## src/rtl/mem_arbiter.sv

```systemverilog
// mem_arbiter: two-port round-robin arbiter in front of a shared 32x8 memory.
// Ports: clk, rst (async, active-low); cpu_* = port 0 (req/we/addr/wdata in,
// ack/rdata out); host_* = port 1 (same shape); mem_rd/mem_wr/mem_addr/
// mem_wdata = memory command, mem_rdata = memory data one cycle after mem_rd;
// busy = FSM not in IDLE. Define MEM_ARBITER_HOST_LOCK_EN to add host_lock,
// which masks cpu_req in IDLE so only the host is granted.
module mem_arbiter #(
  parameter int AW = 5,
  parameter int DW = 8
) (
  input  logic          clk,
  input  logic          rst,
  input  logic          cpu_req,
  input  logic          cpu_we,
  input  logic [AW-1:0] cpu_addr,
  input  logic [DW-1:0] cpu_wdata,
  output logic          cpu_ack,
  output logic [DW-1:0] cpu_rdata,
  input  logic          host_req,
  input  logic          host_we,
  input  logic [AW-1:0] host_addr,
  input  logic [DW-1:0] host_wdata,
  output logic          host_ack,
  output logic [DW-1:0] host_rdata,
`ifdef MEM_ARBITER_HOST_LOCK_EN
  input  logic          host_lock,
`endif
  output logic          mem_rd,
  output logic          mem_wr,
  output logic [AW-1:0] mem_addr,
  output logic [DW-1:0] mem_wdata,
  input  logic [DW-1:0] mem_rdata,
  output logic          busy
);
  typedef enum logic [1:0] {IDLE, ACCESS, RESP} state_t;
  state_t state_q, state_d;
  logic rr_q, rr_d, win_q, win_d, we_q, we_d;
  logic [AW-1:0] addr_q, addr_d;
  logic [DW-1:0] wdata_q, wdata_d, cpu_rdata_q, cpu_rdata_d, host_rdata_q, host_rdata_d;
  logic cpu_ack_q, cpu_ack_d, host_ack_q, host_ack_d;
  logic mem_rd_q, mem_rd_d, mem_wr_q, mem_wr_d, busy_q, busy_d;
  logic cpu_v, grant_host;
`ifdef MEM_ARBITER_HOST_LOCK_EN
  assign cpu_v = cpu_req & ~host_lock;
`else
  assign cpu_v = cpu_req;
`endif
  // rr_q=1 means the host was granted last, so the CPU wins the next contention
  assign grant_host = host_req & (~cpu_v | ~rr_q);
  always_comb begin
    state_d      = state_q;
    rr_d         = rr_q;
    win_d        = win_q;
    we_d         = we_q;
    addr_d       = addr_q;
    wdata_d      = wdata_q;
    cpu_rdata_d  = cpu_rdata_q;
    host_rdata_d = host_rdata_q;
    cpu_ack_d    = 1'b0;
    host_ack_d   = 1'b0;
    mem_rd_d     = 1'b0;
    mem_wr_d     = 1'b0;
    unique case (state_q)
      IDLE: if (cpu_v | host_req) begin
        state_d  = ACCESS;
        win_d    = grant_host;
        rr_d     = grant_host;
        we_d     = grant_host ? host_we : cpu_we;
        addr_d   = grant_host ? host_addr : cpu_addr;
        wdata_d  = grant_host ? host_wdata : cpu_wdata;
        mem_rd_d = ~we_d;
        mem_wr_d = we_d;
      end
      ACCESS: begin
        state_d    = RESP;
        cpu_ack_d  = ~win_q;
        host_ack_d = win_q;
      end
      RESP: begin
        state_d      = IDLE;
        cpu_rdata_d  = (~we_q & ~win_q) ? mem_rdata : cpu_rdata_q;
        host_rdata_d = (~we_q & win_q) ? mem_rdata : host_rdata_q;
      end
      default: state_d = IDLE;
    endcase
    busy_d = state_d != IDLE;
  end
  always_ff @(posedge clk or negedge rst) begin
    if (!rst) begin
      state_q      <= IDLE;
      rr_q         <= 1'b1;
      win_q        <= 1'b0;
      we_q         <= 1'b0;
      addr_q       <= '0;
      wdata_q      <= '0;
      cpu_rdata_q  <= '0;
      host_rdata_q <= '0;
      cpu_ack_q    <= 1'b0;
      host_ack_q   <= 1'b0;
      mem_rd_q     <= 1'b0;
      mem_wr_q     <= 1'b0;
      busy_q       <= 1'b0;
    end else begin
      state_q      <= state_d;
      rr_q         <= rr_d;
      win_q        <= win_d;
      we_q         <= we_d;
      addr_q       <= addr_d;
      wdata_q      <= wdata_d;
      cpu_rdata_q  <= cpu_rdata_d;
      host_rdata_q <= host_rdata_d;
      cpu_ack_q    <= cpu_ack_d;
      host_ack_q   <= host_ack_d;
      mem_rd_q     <= mem_rd_d;
      mem_wr_q     <= mem_wr_d;
      busy_q       <= busy_d;
    end
  end
  assign cpu_ack    = cpu_ack_q;
  assign host_ack   = host_ack_q;
  assign cpu_rdata  = cpu_rdata_q;
  assign host_rdata = host_rdata_q;
  assign mem_rd     = mem_rd_q;
  assign mem_wr     = mem_wr_q;
  assign mem_addr   = addr_q;
  assign mem_wdata  = wdata_q;
  assign busy       = busy_q;
endmodule

```

## config.mk

```make
export PLATFORM = sky130hd
export DESIGN_NAME = mem_arbiter
export DESIGN_NICKNAME = d
export VERILOG_FILES = /design/src/rtl/mem_arbiter.sv
export SDC_FILE = /design/constraint.sdc
export NUM_CORES = 1
export LEC_CHECK = 0
export CORE_MARGIN = 5
export CORE_UTILIZATION = 35
export CTS_CLUSTER_DIAMETER = 30
export DETAILED_ROUTE_END_ITERATION = 8
export MAX_ROUTING_LAYER = met4
export PLACE_DENSITY_LB_ADDON = 0.1
export SYNTH_ARGS = -nofsm -noshare
export SYNTH_HDL_FRONTEND = slang
export SYNTH_SLANG_ARGS = --single-unit
export TNS_END_PERCENT = 30
```

## constraint.sdc

```tcl
create_clock -name clk -period 2.46 [get_ports clk]
set_input_delay 0.492 -clock clk [delete_from_list [all_inputs] [get_ports clk]]
set_output_delay 0.492 -clock clk [all_outputs]
set_load 0.01 [all_outputs]
```

# Word level (Yosys, flattened, before mapping)
# Index checks and enable logic that the tools add are counted.
# word_totals
register_bits	39
out_inout_bits	34
elab_cells	41
# classes
eq_ne	2
n_mux	11
bitwise	10
reduce_logical	5
# op_table
operator	n
8-bit 2-to-1 mux	1
1-bit 2-to-1 mux	7
2-bit AND reduction	3
5-bit 2-to-1 mux	1
1-bit inverter	5
2-bit case mux with 2 select lines	1
1-bit bitwise AND	3
2-bit by 1-bit == test with 1-bit output (second input constant)	1
2-bit == test (second input constant)	1
2-bit logical NOT	1
2-bit 2-to-1 mux	1
1-bit bitwise OR	2
2-bit nonzero test	1

# Logic depth before layout (Yosys ltp)
# Gate-level depths: netlist of the first run.
# depth
ltp_word	7
ltp_mapped	5

# Worst setup path before layout of the first run
# OpenSTA, ideal clock, no wires.
# synth_path
kind	in2reg
startpoint	in host_req
endpoint	reg addr_q[0], in the netlist mem_addr[0]
setup_time_ns	0.125
t_arrival_ns	1.472
t_required_ns	2.335
path_slack_ns	0.863
stages	5
path_buffers	2
cell_sequence	a21bo_1 -> buf_6 -> buf_12 -> mux2_4 -> mux2_4
# synth_via
elab_chain_len	2
# synth_rtl
element	line	text
start, declared	19	input logic host_req,
1-bit bitwise AND or 1-bit bitwise OR (tied branches)	49, 64	
5-bit 2-to-1 mux or 2-bit AND reduction (tied branches)	n/a	
end signal, assigned	108	addr_q <= addr_d;
end, declared	38	logic [AW-1:0] addr_q, addr_d;
# Parallel ways exist; a longest one is shown, timed or not.
# A chain may end at the register's enable or synchronous reset.

# Worst setup path after layout of the first run
# layout_path
startpoint	in host_req
endpoint	reg addr_q[2], in the netlist mem_addr[2]
# Same word-level chain as after synthesis.

==> flow_metrics.env, run 1 <==
export IMPL_status="finished clean"
export IMPL_skew_ps=3.392
export IMPL_h_tree_depth=2
export IMPL_cts_tree="yes"
export IMPL_clkLatencyLatePin_ps=280
export IMPL_critPathSlowestCell="clkdlybuf4s50_1"
export IMPL_grtUsageTotal_pct=13.49
export IMPL_synth_largest_area_cell="dfrtp_1"
export IMPL_worst_setup_path_end_kind="flop"
export IMPL_grt_busiest_layer="met2"
export IMPL_synth_top_cells_by_count="38 x dfrtp_1, 28 x mux2_2, 14 x mux2_4"
export IMPL_start_util_pct=36.05
export IMPL_postCtsHoldBufs=0
export IMPL_peakVddDrop_uv=556.3
export IMPL_worst_endpoint_arrival_ps=1980
export IMPL_synth_nets=143
export IMPL_die_x_um=79.98
export IMPL_grt_pass1_wl_um=6354
export IMPL_post_route_period_util_pct=73.69
export IMPL_post_drt_wl_per_cell_um=15.28
export IMPL_crit_path_start_kind="input port"
export IMPL_postCtsSetupRepairBufs=0
export IMPL_placementRows=25
export IMPL_critPathRequiredTime_ps=2630
export IMPL_ant_nets=0
export IMPL_layoutNonFillerInstCount=251
export IMPL_ys_seq_elements=39
export IMPL_dp_cells=244
export IMPL_gr_usage_met2_pct=23.18
export IMPL_ios=74
export IMPL_syn_inst=103
export IMPL_path_delay_family="buffers and inverters"
export IMPL_place_congestion=0.6817
export IMPL_synthArstFlopShare_pct=100.0
export IMPL_clockBufferDepth=2
export IMPL_cts_inserted_buffers=5
export IMPL_leakage_nw=1.116
export IMPL_areaGrowthSynthToFinish_pct=51.61
export IMPL_clock_sinks=39
export IMPL_synth_distinct_cells=15
export IMPL_drt_initial_drc_count=13
export IMPL_regToRegStartpoint="state_q[0]$_DFF_PN0_"
export IMPL_powerDensity_mw_per_mm2=1154
export IMPL_setup_worst_path_start="host_req"
export IMPL_max_freq_mhz=551.6
export IMPL_fillers=424
export IMPL_synth_flop_cell="dfrtp_1"
export IMPL_syn_mean_instance_area_um2=16.64
export IMPL_multi_input_area_um2=683.2
export IMPL_cts_root_buf="clkbuf_8"
export IMPL_port_buffers=73
export IMPL_num_nets_final=224
export IMPL_gr_usage_met3_pct=3.837
export IMPL_tightest_slew_ps=865.4
export IMPL_yosysWarnings=0
export IMPL_syn_area_mm2=0.001714
export IMPL_grt_pass1_vias=1264
export IMPL_max_stage_delay_ps=510
export IMPL_drive_gt1_share_pct=31.52
export IMPL_synth_top_area_share_pct=55.47
export IMPL_die_y_um=79.98
export IMPL_grt_antenna_before_repair=0
export IMPL_post_route_min_period_ps=1813
export IMPL_synth_area_leaders="dfrtp_1 55%, mux2_2 18%, mux2_4 12%"
export IMPL_vias_per_cell=4.454
export IMPL_die_area_mm2=0.006397
export IMPL_cts_resized=0
export IMPL_path_class="in -> reg"
export IMPL_worst_path_max_fanout=10
export IMPL_rsz0062_at_grt="no"
export IMPL_yosysSeqAreaShare_pct=57.01
export IMPL_hold_viol=0
export IMPL_firstDrtPassIters=4
export IMPL_dr_total_vias=1118
export IMPL_grt_ovfl_total=0
export IMPL_slew_viol_final=0
export IMPL_core_area_mm2=0.004755
export IMPL_crit_path_frequent_cell="mux2_4"
export IMPL_crit_chain="clkdlybuf4s50_1 > a21bo_1 > buf_4 > mux2_4 > mux2_4"
export IMPL_regArea_um2=977.2
export IMPL_synth_edf_count=0
export IMPL_grt_max_degree=40
export IMPL_setup_viol=0
export IMPL_fin_setup_tns_ps=0
export IMPL_worst_setup_hold_path_clk_slew_ps=70
export IMPL_drc=0
export IMPL_maxCapViolCount=0
export IMPL_routed_wl_um=3835
export IMPL_critical_path_buf_inv_count=2
export IMPL_gr_usage_met1_pct=15.00
export IMPL_synth_most_common_cell="dfrtp_1"
export IMPL_max_slew_margin_rel_pct=42.31
export IMPL_hold_path_class="in -> async"
export IMPL_diodes=0
export IMPL_hpwl_um=2864
[kinds of logic (layout without fill, tap and decap cells)]
group,count (synthesis),after routing,share of synthesized area (%)
muxes,46,46,32.99
DFF,39,39,57.01
and+or+nand+nor,11,11,6.278
buffers and inverters,6,87,3.139
AOI/OAI and AO/OA,1,1,0.5840
[where the power goes]
part / leakage, nW / switching (mW) / internal [mW] / total, mW
registers: 0.469 / 0.202 / 0.960 / 1.16
logic: 0.600 / 0.489 / 0.922 / 1.41
clock network: 0.0470 / 0.206 / 0.220 / 0.425
[layer usage]
| layer | share of wire [%] | wire length (um) |
|---|---|---|
| met1 | 39 | 1508 |
| met4 | 1.2 | 46 |
| met2 | 53 | 2030 |
| met5 | 0 | 0 |
| met3 | 6.5 | 250 |
[state kept, by name, indices dropped and copies added (netlist names)]
signal / cells
mem_rd: 1
cpu_rdata: 8
cpu_ack: 1
we_q: 1
mem_wr: 1
mem_wdata: 8
host_ack: 1
state_q: 2
busy: 1
win_q: 1
mem_addr: 5
host_rdata: 8
rr_q: 1
[cells in the final DEF, fill, tap and decap left out, drive strengths merged]
master,instances
nor4b,2
a21bo,1
buf,5
mux2i,4
dfrtp,38
clkbuf,6
inv,3
and2,3
mux2,42
clkdlybuf4s50,72
nor3,2
dfstp,1
nor2,2
clkinv,1
nor2b,2
[path summary, 6_finish.rpt]
kind,to,slack (ps),cells past startpoint
worst max-delay path,mem_addr[2]$_DFFE_PN0P_,650,5
max in group asynchronous,host_rdata[7]$_DFFE_PN0P_,1600,1
min in group clk,rr_q$_DFFE_PN1P_,470,2
worst min-delay path,mem_wdata[0]$_DFFE_PN0P_,320,1
worst max register to register,cpu_rdata[3]$_DFFE_PN0P_,800,2
worst min register to register,rr_q$_DFFE_PN1P_,470,2
[stage by stage]
stage | utilization, % | hold WS (ps) | total power, mW | worst slack (ps) | cell area, um^2
global route | 54.66 | 400.3 | 3.197 | 611.0 | 2599
finish | 54.66 | 317.8 | 2.999 | 647.2 | 2599
detailed placement | 52.82 | 469.5 | 2.610 | 348.5 | 2511
floorplan | - | 196.4 | 1.865 | 863.0 | 1714
global placement | 52.82 | 459.6 | 2.568 | 393.8 | 2511
CTS | 54.66 | 345.6 | 3.060 | 657.5 | 2599
[area by class of cell]
type,instances,area share (%)
clock buffers,6,3.178
clock inverters,1,0.1926
inverters,3,0.4333
multi-input cells,58,26.29
flip-flops and latches,39,37.60
well taps,67,3.226
repair buffers,77,29.08
Power figures use the tool's default switching activity.
==> run 2, diff against run 1 <==
- clock period: 2.46 -> 1.55 ns (I/O delays scaled with it)
==> flow_metrics.env, run 2 (synthesized netlist as in run 1, its figures left out) <==
export IMPL_post_route_period_util_pct=98.15
export IMPL_grt_antenna_before_repair=0
export IMPL_drive_gt1_share_pct=34.03
export IMPL_ff2ff_setup_slack_ps=30
export IMPL_clockBufferDepth=2
export IMPL_max_freq_mhz=657.3
export IMPL_drc=0
export IMPL_regToRegStartpoint="rr_q$_DFFE_PN1P_"
export IMPL_timing_rr_end="mem_addr[3]$_DFFE_PN0P_"
export IMPL_firstDrtPassIters=2
export IMPL_comb_power_share_pct=46.7
export IMPL_start_util_pct=36.05
export IMPL_core_area_mm2=0.004755
export IMPL_num_nets_final=231
export IMPL_cts_inserted_buffers=5
export IMPL_rsz0062_at_grt="yes"
export IMPL_leakage_nw=1.292
export IMPL_hold_viol=0
export IMPL_dr_total_vias=1141
export IMPL_vias_per_cell=4.422
export IMPL_crit_path_frequent_cell="mux2_2"
export IMPL_post_drt_wl_per_cell_um=15.31
export IMPL_port_buffers=73
export IMPL_layout_common_cells="59 x clkdlybuf4s50_1, 38 x dfrtp_1, 28 x mux2_2"
export IMPL_diodes=0
export IMPL_min_from="cpu_req"
export IMPL_max_slew_margin_rel_pct=70.15
export IMPL_grt_pass1_wl_um=6561
export IMPL_areaGrowthSynthToFinish_pct=60.37
export IMPL_whs_endpoint="busy$_DFF_PN0_"
export IMPL_grt_pass1_vias=1293
export IMPL_critPathRequiredTime_ps=1730
export IMPL_fin_total_pwr_mw=4.958
export IMPL_crit_path_start_kind="flop"
export IMPL_worst_endpoint_arrival_ps=1700
export IMPL_post_route_min_period_ps=1521
export IMPL_drt_initial_drc_count=24
export IMPL_fin_ws_ps=28.64
export IMPL_die_y_um=79.98
export IMPL_swShare_pct=29.33
export IMPL_slew_viol_final=0
export IMPL_power_frac_seq_pct=36.9
export IMPL_setup_viol=0
export IMPL_grt_max_degree=23
export IMPL_status="finished clean"
export IMPL_critical_path_buf_inv_count=1
export IMPL_max_stage_delay_ps=550
export IMPL_hold_path_class="in -> reg"
export IMPL_intPower_mw=3.504
export IMPL_routed_wl_um=3949
export IMPL_worst_path_max_fanout=6
export IMPL_h_tree_depth=2
export IMPL_p_clk_share_pct=16.4
export IMPL_ios=74
export IMPL_skew_ps=6.250
export IMPL_critPathSlowestCell="dfstp_2"
export IMPL_hpwl_um=2977
export IMPL_rr_worst_depth=4
export IMPL_cts_root_buf="clkbuf_8"
export IMPL_ant_nets=0
export IMPL_powerDensity_mw_per_mm2=1804
export IMPL_place_congestion=0.7285
export IMPL_hold_depth=4
export IMPL_path_delay_family="multiplexers"
export IMPL_crit_chain="a21bo_4 > buf_6 > mux2_2 > mux2_2"
export IMPL_die_x_um=79.98
export IMPL_grt_ovfl_total=0
export IMPL_clkLatencyLatePin_ps=290
export IMPL_grtUsageTotal_pct=13.86
export IMPL_placementRows=25
export IMPL_cts_tree="yes"
export IMPL_worst_setup_hold_path_clk_slew_ps=80
export IMPL_p_sw_mw=1.454
export IMPL_worst_setup_path_end_kind="flop"
export IMPL_maxCapViolCount=0
export IMPL_peakVddDrop_uv=852.2
export IMPL_final_common_cell="clkdlybuf4s50_1"
export IMPL_tightest_slew_ps=447.7
export IMPL_post_place_ws_ps=-338.2
export IMPL_die_area_mm2=0.006397
export IMPL_path_class="reg -> reg"
export IMPL_clock_sinks=39
run 2: final cells by class:
type | count | area [um^2]
well taps | 67 | 83.83
flip-flops and latches | 39 | 977.2
repair buffers | 84 | 880.8
fillers | 393 | 2006
multi-input cells | 58 | 689.4
clock buffers | 5 | 68.82
inverters | 3 | 11.26
clock inverters | 2 | 37.54
run 2: layer usage:
layer  up-vias  global-route usage [%]  wire length (um)
met4         0                   4.054                52
met3         5                   5.192               298
met5         -                       -                 0
li1        534                       -                 -
met2        42                   22.68              2039
met1       560                   15.86              1559
run 2: timing repair:
item | CTS | global route
cloned | 0 | 0
resized for setup | 3 | 12
buffers inserted | 0 | 0
endpoints found under the setup margin | 13 | 20
endpoints found under the hold margin | 16 | 0
hold buffers | 1 | 0
pin swaps | 1 | 0
run 2: through the flow:
step,TNS (ps),std cells,util (%),hold slack (ps),instance area [um^2]
6_report,0,258,57.82,431.9,2749
5_1_grt,-12.17,258,57.82,451.4,2749
4_1_cts,0,258,57.18,490.4,2719
3_5_place_dp,-4845,250,54.55,289.1,2594
3_3_place_gp,-4646,250,54.55,281.0,2594
2_1_floorplan,0,103,-,14.41,1714
run 2: how the worst max path moves through the flow:
stage | startpoint | endpoint | cells after the start
after detailed placement | host_req | mem_addr[3]$_DFFE_PN0P_ | 5
after floorplan | rr_q$_DFFE_PN1P_ | mem_addr[0]$_DFFE_PN0P_ | 5
after global placement | cpu_req | mem_addr[3]$_DFFE_PN0P_ | 5
after global routing | rr_q$_DFFE_PN1P_ | mem_wdata[7]$_DFFE_PN0P_ | 4
final | rr_q$_DFFE_PN1P_ | mem_addr[3]$_DFFE_PN0P_ | 4
after CTS | rr_q$_DFFE_PN1P_ | mem_wdata[7]$_DFFE_PN0P_ | 4
run 2: tightest hold or removal path: cells and delay by family:
family	cells	cell delay [ps]
and+or+nand+nor	2	110
buffers and inverters	2	260
run 2: power groups by stage:
stage | logic [mW] | registers (mW) | clock network (mW)
6_report | 2.31 | 1.83 | 0.814
5_1_grt | 2.48 | 1.90 | 0.899
4_1_cts | 2.41 | 1.85 | 0.848
3_5_place_dp | 2.39 | 1.85 | 0
3_3_place_gp | 2.34 | 1.83 | 0
2_1_floorplan | 0.926 | 2.03 | 0
==> run 3, diff against run 2 <==
==> constraint.sdc (replaced) <==
create_clock -name clk -period 1.55 [get_ports clk]
set_input_delay 0.31 -clock clk [delete_from_list [all_inputs] [get_ports clk]]
set_output_delay 0.31 -clock clk [all_outputs]
set_load 0.005 [all_outputs]
==> flow_metrics.env, run 3 (synthesized netlist as in run 1, its figures left out) <==
export IMPL_postCtsSetupRepairBufs=0
export IMPL_diodes=0
export IMPL_post_route_period_util_pct=98.22
export IMPL_post_route_min_period_ps=1522
export IMPL_grt_ovfl_total=0
export IMPL_ant_nets=0
export IMPL_tightest_slew_ps=450.0
export IMPL_leakage_nw=1.179
export IMPL_worst_path_max_fanout=6
export IMPL_layout_common_cells="70 x clkdlybuf4s50_1, 38 x dfrtp_1, 28 x mux2_2"
export IMPL_die_x_um=79.98
export IMPL_worst_setup_hold_path_clk_slew_ps=80
export IMPL_p_sw_mw=1.292
export IMPL_core_area_mm2=0.004755
export IMPL_setup_viol=0
export IMPL_finalInstanceArea_mm2=0.002721
export IMPL_post_place_ws_ps=-338.2
export IMPL_slew_viol_final=0
export IMPL_grtUsageTotal_pct=13.86
export IMPL_clockBufferDepth=2
export IMPL_max_freq_mhz=656.8
export IMPL_rsz0062_at_grt="yes"
export IMPL_rr_worst_depth=4
export IMPL_die_y_um=79.98
export IMPL_ff2ff_setup_slack_ps=30
export IMPL_whs_endpoint="busy$_DFF_PN0_"
export IMPL_p_clk_share_pct=16.8
export IMPL_power_frac_seq_pct=38.0
export IMPL_fin_setup_tns_ps=0
export IMPL_placementRows=25
export IMPL_vias_per_cell=4.391
export IMPL_fin_total_pwr_mw=4.829
export IMPL_maxCapViolCount=0
export IMPL_die_area_mm2=0.006397
export IMPL_h_tree_depth=2
export IMPL_comb_power_share_pct=45.2
export IMPL_setup_worst_path_start="rr_q$_DFFE_PN1P_"
export IMPL_max_slew_margin_rel_pct=70.00
export IMPL_worst_setup_path_end_kind="flop"
export IMPL_clkLatencyLatePin_ps=290
export IMPL_dr_total_vias=1133
export IMPL_cts_tree="yes"
export IMPL_clock_sinks=39
export IMPL_ios=74
export IMPL_crit_path_start_kind="flop"
export IMPL_powerDensity_mw_per_mm2=1774
export IMPL_critPathRequiredTime_ps=1730
export IMPL_hold_depth=4
export IMPL_num_nets_final=231
export IMPL_grt_antenna_before_repair=0
export IMPL_post_drt_wl_per_cell_um=15.28
export IMPL_hold_path_class="in -> reg"
export IMPL_grt_pass1_wl_um=6561
export IMPL_post_dp_cell_area_mm2=0.002594
export IMPL_areaGrowthSynthToFinish_pct=58.76
export IMPL_regToRegStartpoint="rr_q$_DFFE_PN1P_"
export IMPL_hpwl_um=2977
export IMPL_worst_endpoint_arrival_ps=1700
export IMPL_port_buffers=73
export IMPL_timing_rr_end="mem_addr[3]$_DFFE_PN0P_"
export IMPL_routed_wl_um=3943
export IMPL_grt_pass1_vias=1293
export IMPL_start_util_pct=36.05
export IMPL_cts_inserted_buffers=5
export IMPL_peakVddDrop_uv=809.9
export IMPL_swShare_pct=26.77
export IMPL_place_congestion=0.7285
export IMPL_drt_initial_drc_count=23
export IMPL_status="finished clean"
export IMPL_firstDrtPassIters=2
export IMPL_skew_ps=6.169
export IMPL_hold_viol=0
export IMPL_drc=0
export IMPL_fin_ws_ps=27.56
export IMPL_grt_max_degree=23
export IMPL_final_common_cell="clkdlybuf4s50_1"
export IMPL_min_from="cpu_req"
export IMPL_worst_hold_slack_ps=434.4
export IMPL_drive_gt1_share_pct=34.03
export IMPL_intPower_mw=3.536
export IMPL_path_class="reg -> reg"
export IMPL_cts_root_buf="clkbuf_8"
[run 3: cell types whose count changed in the layout (fill, tap and decap cells not counted), sizes merged]
cell and change:
dlymetal6s2s -11, clkdlybuf4s50 +11
[run 3: worst max-delay path, stage by stage, from the launching register on]
cell     delay [ps]
dfstp_2         550
a21bo_4         140
buf_6           120
mux2_2          330
mux2_2          260
[run 3: timing repair]
| action | 4_1_cts | 5_1_grt |
|---|---|---|
| resized for setup | 3 | 1 |
| pin swaps | 1 | 0 |
| hold buffers | 1 | 0 |
| setup endpoints to repair | 13 | 9 |
| endpoints found under the hold margin | 16 | 0 |
[run 3: how the worst max path moves through the flow]
| stage | to | slack (ps) | depth (start not counted) |
|---|---|---|---|
| after floorplan | mem_addr[0]$_DFFE_PN0P_ | 20 | 5 |
| after global placement | mem_addr[3]$_DFFE_PN0P_ | -320 | 5 |
| after detailed placement | mem_addr[3]$_DFFE_PN0P_ | -340 | 5 |
| after CTS | mem_wdata[7]$_DFFE_PN0P_ | 20 | 4 |
| after global routing | mem_wdata[7]$_DFFE_PN0P_ | -7 | 4 |
| final | mem_addr[3]$_DFFE_PN0P_ | 30 | 4 |
[run 3: power by group through the flow]
stage               sequential, mW  combinational (mW)  clock [mW]
finish                        1.84                2.18       0.812
global route                  1.90                2.35       0.899
CTS                           1.85                2.23       0.848
detailed placement            1.85                2.22           0
global placement              1.83                2.17           0
floorplan                     1.86               0.927           0
[run 3: stage by stage]
step,util (%),cells
6_report,57.24,258
5_1_grt,57.24,258
4_1_cts,57.18,258
3_5_place_dp,54.55,250
3_3_place_gp,54.55,250
2_1_floorplan,-,103
[run 3: area by class of cell]
class	instances	area, um^2
clock inverter	2	37.54
tap	67	83.83
inverter	3	11.26
multi-input combinational	58	689.4
timing repair buffer	84	853.3
fill	397	2033
clock buffer	5	68.82
sequential	39	977.2
[run 3: layer usage]
layer	track usage (%)	wire length, um	vias to the layer above
met2	22.68	2015	42
met4	4.054	52	0
met5	-	0	-
met3	5.192	282	5
met1	15.86	1592	552
li1	-	-	534
